$ cat config.mk
export PLATFORM = sky130hd
export DESIGN_NAME = serial_word_sender_mod_n_flat
export DESIGN_NICKNAME = d
export VERILOG_FILES = /design/src/rtl/serial_word_sender_mod_n_if.sv /design/src/rtl/serial_word_sender_mod_n.sv /design/src/flat_wrapper.sv
export SDC_FILE = /design/constraint.sdc
export NUM_CORES = 1
export LEC_CHECK = 0
export ABC_AREA = 1
export BUFFER_PORTS_ARGS = -buffer_cell sky130_fd_sc_hd__buf_2
export CELL_PAD_IN_SITES_DETAIL_PLACEMENT = 0
export CELL_PAD_IN_SITES_GLOBAL_PLACEMENT = 1
export CORE_ASPECT_RATIO = 0.7
export CORE_MARGIN = 2
export CORE_UTILIZATION = 40
export CTS_BUF_LIST = sky130_fd_sc_hd__clkbuf_8
export DETAILED_ROUTE_END_ITERATION = 6
export PLACE_DENSITY_LB_ADDON = 0.1
export SLEW_MARGIN = 20
export SYNTH_ARGS = -nofsm -noshare
export SYNTH_HDL_FRONTEND = slang
export SYNTH_SLANG_ARGS = --single-unit
$ cat constraint.sdc
create_clock -name clk -period 1.5 [get_ports clk]
set_input_delay 0.3 -clock clk [delete_from_list [all_inputs] [get_ports clk]]
set_output_delay 0.3 -clock clk [all_outputs]
set_load 0.01 [all_outputs]
$ cat src/rtl/serial_word_sender_mod_n_if.sv
// Load and serial-bit handshake bundle for the serial word sender.
// The slave side is the sender; the master side feeds words and consumes bits.
interface serial_word_sender_mod_n_if #(
  parameter int WIDTH = 8
);
  logic             load_valid;
  logic             load_ready;
  logic [WIDTH-1:0] load_data;
  logic             bit_valid;
  logic             bit_ready;
  logic             bit_out;
  logic             bit_last;

  modport master (
    output load_valid, load_data, bit_ready,
    input  load_ready, bit_valid, bit_out, bit_last
  );

  modport slave (
    input  load_valid, load_data, bit_ready,
    output load_ready, bit_valid, bit_out, bit_last
  );
endinterface

$ cat src/rtl/serial_word_sender_mod_n.sv
// Parallel-to-serial word sender, MSB first, tracking the running remainder
// mod DIVISOR of the bits already sent as a reference for the receiver.
module serial_word_sender_mod_n #(
  parameter int WIDTH   = 8,
  parameter int DIVISOR = 5,
  localparam int RW = $clog2(DIVISOR),
  localparam int CW = (WIDTH > 1) ? $clog2(WIDTH) : 1
) (
  input  logic                      clk,
  input  logic                      rst,
  serial_word_sender_mod_n_if.slave sif,
  output logic                      busy,
  output logic [RW-1:0]             rem,
  output logic                      div_flag
);

  typedef enum logic {IDLE = 1'b0, SEND = 1'b1} state_t;

  state_t           state;
  logic [WIDTH-1:0] sreg;
  logic [CW-1:0]    cnt;
  logic [RW-1:0]    rem_q;
  logic             load_ready_q;
  logic             bit_valid_q;
  logic             bit_last_q;
  logic             busy_q;
  logic             div_q;

  // 2*rem+bit is at most 2*DIVISOR-1, so one conditional subtract suffices.
  logic [RW:0]   rem2;
  logic [RW-1:0] rem_nxt;
  always_comb begin
    rem2 = {rem_q, 1'b0} | (RW+1)'(sreg[WIDTH-1]);
    if (rem2 >= (RW+1)'(DIVISOR))
      rem2 = rem2 - (RW+1)'(DIVISOR);
    rem_nxt = rem2[RW-1:0];
  end

  always_ff @(posedge clk or negedge rst) begin
    if (!rst) begin
      state        <= IDLE;
      sreg         <= '0;
      cnt          <= '0;
      rem_q        <= '0;
      load_ready_q <= 1'b1;
      bit_valid_q  <= 1'b0;
      bit_last_q   <= 1'b0;
      busy_q       <= 1'b0;
      div_q        <= 1'b1;
    end else begin
      unique case (state)
        IDLE: begin
          if (sif.load_valid) begin
            state        <= SEND;
            sreg         <= sif.load_data;
            cnt          <= CW'(WIDTH-1);
            rem_q        <= '0;
            div_q        <= 1'b1;
            load_ready_q <= 1'b0;
            bit_valid_q  <= 1'b1;
            bit_last_q   <= 1'b0;
            busy_q       <= 1'b1;
          end
        end
        SEND: begin
          // Without bit_ready everything holds; a stall never drops bit_valid.
          if (sif.bit_ready) begin
            sreg  <= sreg << 1;
            rem_q <= rem_nxt;
            div_q <= (rem_nxt == '0);
            if (bit_last_q) begin
              state        <= IDLE;
              load_ready_q <= 1'b1;
              bit_valid_q  <= 1'b0;
              bit_last_q   <= 1'b0;
              busy_q       <= 1'b0;
            end else begin
              cnt        <= cnt - CW'(1);
              bit_last_q <= (cnt == CW'(1));
            end
          end
        end
        default: state <= IDLE;
      endcase
    end
  end

  assign sif.load_ready = load_ready_q;
  assign sif.bit_valid  = bit_valid_q;
  assign sif.bit_out    = sreg[WIDTH-1];
  assign sif.bit_last   = bit_last_q;
  assign busy           = busy_q;
  assign rem            = rem_q;
  assign div_flag       = div_q;

endmodule

$ cat src/flat_wrapper.sv
// flat-port wrapper written by rule: the top's interface ports become plain ports
module serial_word_sender_mod_n_flat 
#(
  parameter int WIDTH   = 8,
  parameter int DIVISOR = 5,
  localparam int RW = $clog2(DIVISOR),
  localparam int CW = (WIDTH > 1) ? $clog2(WIDTH) : 1
)
  (clk, rst, busy, rem, div_flag, sif_load_valid, sif_load_data, sif_bit_ready, sif_load_ready, sif_bit_valid, sif_bit_out, sif_bit_last);
  serial_word_sender_mod_n_if #(.WIDTH(WIDTH)) sif_i ();
  input  logic clk;
  input  logic rst;
  output logic busy;
  output logic [RW-1:0] rem;
  output logic div_flag;
  input wire logic [$bits(sif_i.load_valid)-1:0] sif_load_valid;
  input wire logic [$bits(sif_i.load_data)-1:0] sif_load_data;
  input wire logic [$bits(sif_i.bit_ready)-1:0] sif_bit_ready;
  output wire logic [$bits(sif_i.load_ready)-1:0] sif_load_ready;
  output wire logic [$bits(sif_i.bit_valid)-1:0] sif_bit_valid;
  output wire logic [$bits(sif_i.bit_out)-1:0] sif_bit_out;
  output wire logic [$bits(sif_i.bit_last)-1:0] sif_bit_last;
  assign sif_i.load_valid = sif_load_valid;
  assign sif_i.load_data = sif_load_data;
  assign sif_i.bit_ready = sif_bit_ready;
  assign sif_load_ready = sif_i.load_ready;
  assign sif_bit_valid = sif_i.bit_valid;
  assign sif_bit_out = sif_i.bit_out;
  assign sif_bit_last = sif_i.bit_last;
  serial_word_sender_mod_n #(.WIDTH(WIDTH), .DIVISOR(DIVISOR)) u_core (.clk(clk), .rst(rst), .sif(sif_i), .busy(busy), .rem(rem), .div_flag(div_flag));
endmodule
==> metrics.md <==
| Metric | Value |
|---|---|
| Sequential cell area fraction in the yosys report | 0.494 |
| Count of unique library cells instantiated by Yosys | 23 |
| Multi-input gate area | 417 um^2 |
| Die ar. | 2840 um^2 |
| Clock buffer count from CTS | 3 |
| Total overflow reported by the global router | 0 |
| Share of final-layout standard cells stronger than drive strength 1 | 0.248 |
| Total of buffers placed on input and output ports | 20 |
| Number of endpoints failing setup at the final stage | 0 |
| Clock H-tree levels | 1 |
| Initial core utilization | 0.435 |
| Placed wire-length estimate after detailed placement | 1.49 mm |
| Die span in x | 62.8 um |
| Clock root buffer | sky130_fd_sc_hd__clkbuf_8 |
| Mapped Nets | 134 |
| Skew-Pair Late Insertion Delay | 0.25 ns |
| Area delta synth->final | 19.1% |
| Core area | 2220 um^2 |
| Height of the chip | 45.2 um |
| Hold Crit Depth | 2 |
| Count of nets after finishing | 158 |
| Sink Count | 19 |
| Post-layout util | 0.519 |
| Tmin final | 1.35 ns |
| Max Cap Viol | 0 |
| Share of the clock period used by the worst path after layout | 0.897 |
| Relative slew slack | 0.720 |
| Maximum number of pins on one net before global-route repair | 20 |
| Post-route antenna net violation count | 0 |
| Power per standard cell area | 2010 nW/um^2 |
| Worst-path fanout max | 5 |
| Post-synthesis instance area | 968 um^2 |
| Post-detailed-route DRC marker count | 0 |
| Worst hold slack after final layout | 0.274 ns |
| Count of warnings emitted by yosys | 0 |
| Placer congestion estimate | 0.745 |
| CP startpoint kind | flop |
| Per-instance average area after synthesis | 8.21 um^2 |
| Critical path launch point | u_core.sreg[7] |
| Post-synthesis instance total | 118 |
| I/O pin count | 21 |
| Iteration count of the initial detailed-routing pass | 5 |
| Cell total after placement | 168 |
| Clock Tree Buf Depth | 2 |
| Critical path required time | 1.62 ns |
| Slew Viols, Final | 0 |
| Depth of the worst register-to-register path | 8 |
| Vias | 847 |
| Number of antenna violations at the first check in global routing | 0 |
| Arrival @ worst endpoint | 1.47 ns |
| Average routed wire per standard cell | 11.3 um |
| Achievable Freq | 743 MHz |
| Clock tree from TritonCTS | done |
| FF/Latch Area | 478 um^2 |
| Accumulated negative setup slack | 0 ns |
| Critical path capture point type | flop |
| Number of vias per cell | 4.90 |
| Pleak | 0.600 nW |
| Setup repair after global routing missed its margin | no |
| Number of hold violations in the final report | 0 |
| Commonest cells after routing, fill and taps aside | sky130_fd_sc_hd__nand2_1, sky130_fd_sc_hd__buf_2, sky130_fd_sc_hd__dfrtp_1 |
| Beginning of the worst register-to-register path | u_core.sreg[7] |
| Kind of critical path | flop to flop |
| First-pass GRT wire length | 3.35 mm |
| Number of inserted filler cells in the final layout | 240 |
| Routed WL | 1.95 mm |
| Class of the worst hold path | input port to flop |
| Status | completed |
| Fin Clk Skew | 0.00489 ns |
| Drt initial violations | 16 |
| Fin cells | 173 |
| Clk slew on worst S/H paths | 0.07 ns |
| Area post-placement | 1100 um^2 |
| Ant diodes | 0 |
| #FFs+latches synth | 19 |
| Number of rows created at floorplan | 14 |
| Hold path startpoint | sif_bit_ready |
| Non-Filler Cell Area, Final | 1150 um^2 |
| Peak supply drop | 0.000702 V |
| Transition at the pin with the smallest max-transition slack | 0.419 ns |
| Via count of the first global-routing pass | 791 |
| Leading cell type in the layout, fill and taps excluded | sky130_fd_sc_hd__nand2_1 |
| Global-route total usage across every layer | 0.155 |
-- repair_timing --
item                       CTS  global route
hold buffers                 1             0
setup buffers                0             0
resized for setup            0             1
setup endpoints to repair    0             1
hold endpoints to repair    17             0
-- critical path, cell delays in order (launching register included) --
cell and delay (ns):
sky130_fd_sc_hd__dfrtp_1 0.43, sky130_fd_sc_hd__inv_1 0.09, sky130_fd_sc_hd__ha_1 0.20, sky130_fd_sc_hd__inv_1 0.08
sky130_fd_sc_hd__nand2_2 0.08, sky130_fd_sc_hd__nand3_1 0.10, sky130_fd_sc_hd__nand2_1 0.06, sky130_fd_sc_hd__nand2_1 0.09
sky130_fd_sc_hd__o21ai_0 0.09
-- cells by family (layout without fill, tap and decap cells) --
kind of cell / Yosys count / after routing / synth area share
simple gates: 58 / 58 / 0.262
fa+ha+maj: 4 / 4 / 0.0517
compound gates: 20 / 20 / 0.114
buf+inv: 17 / 40 / 0.0788
flops: 19 / 19 / 0.494
-- registers in the layout, summed over array words and instances, names as in the netlist --
name and cells:
u_core.sreg 8, u_core.div_flag 1, u_core.sif.bit_valid 1, u_core.cnt 3, u_core.rem 3, u_core.state 1, u_core.sif.bit_last 1, u_core.sif.load_ready 1
-- power by group --
part	internal, mW	leakage, nW	switching, mW
Combinational	0.418	0.353	0.640
Sequential	0.764	0.221	0.158
Clock	0.182	0.0269	0.157
-- area by class of cell --
cell class / instances / share of cell area
timing repair buffer: 23 / 0.108
clock inverter: 1 / 0.00325
tap: 32 / 0.0347
multi-input combinational: 82 / 0.361
sequential: 19 / 0.414
clock buffer: 3 / 0.0358
inverter: 13 / 0.0423
-- layer usage --
metal,global-route usage,routed length (um),vias to the layer above
met2,0.282,933,23
met1,0.186,898,397
met5,0,0,-
met4,0.0267,10,0
met3,0.0524,109,2
li1,-,-,425
-- path summary, 6_finish.rpt --
check | end | slack (ns)
max | u_core.rem[0] | 0.15
min | u_core.state | 0.27
min in group asynchronous | u_core.sreg[2] | 0.51
min reg2reg | u_core.sif.load_ready | 0.49
max in group asynchronous | u_core.sif.load_ready | 0.67
max reg2reg | u_core.rem[0] | 0.15
-- cell usage after synthesis --
master / n / area, um^2
sky130_fd_sc_hd__nand2_1: 39 / 146
sky130_fd_sc_hd__dfrtp_1: 17 / 425
sky130_fd_sc_hd__inv_1: 12 / 45.0
sky130_fd_sc_hd__a31oi_1: 7 / 43.8
sky130_fd_sc_hd__nor2_1: 7 / 26.3
sky130_fd_sc_hd__o21ai_0: 7 / 35.0
sky130_fd_sc_hd__ha_1: 4 / 50.1
sky130_fd_sc_hd__o21ai_1: 4 / 20.0
sky130_fd_sc_hd__nand3_1: 3 / 15.0
sky130_fd_sc_hd__nand4_1: 3 / 18.8
sky130_fd_sc_hd__dfstp_2: 2 / 52.6
sky130_fd_sc_hd__nand2_2: 2 / 12.5
sky130_fd_sc_hd__a21oi_1: 1 / 5.00
sky130_fd_sc_hd__buf_2: 1 / 5.00
sky130_fd_sc_hd__buf_4: 1 / 7.51
sky130_fd_sc_hd__buf_6: 1 / 11.3
sky130_fd_sc_hd__clkbuf_1: 1 / 3.75
sky130_fd_sc_hd__inv_2: 1 / 3.75
sky130_fd_sc_hd__nand2_4: 1 / 11.3
sky130_fd_sc_hd__nor2_2: 1 / 6.26
sky130_fd_sc_hd__nor2_4: 1 / 11.3
sky130_fd_sc_hd__o22ai_1: 1 / 6.26
sky130_fd_sc_hd__or2_2: 1 / 6.26
-- per-stage QoR --
step	worst slack [ns]	total power, mW
6_report	0.155	2.32
5_1_grt	0.0539	2.54
4_1_cts	0.134	2.34
3_5_place_dp	0.150	1.99
3_3_place_gp	0.250	1.94
2_1_floorplan	0.274	1.68
No activity file was read; power rests on OpenSTA's default activity.
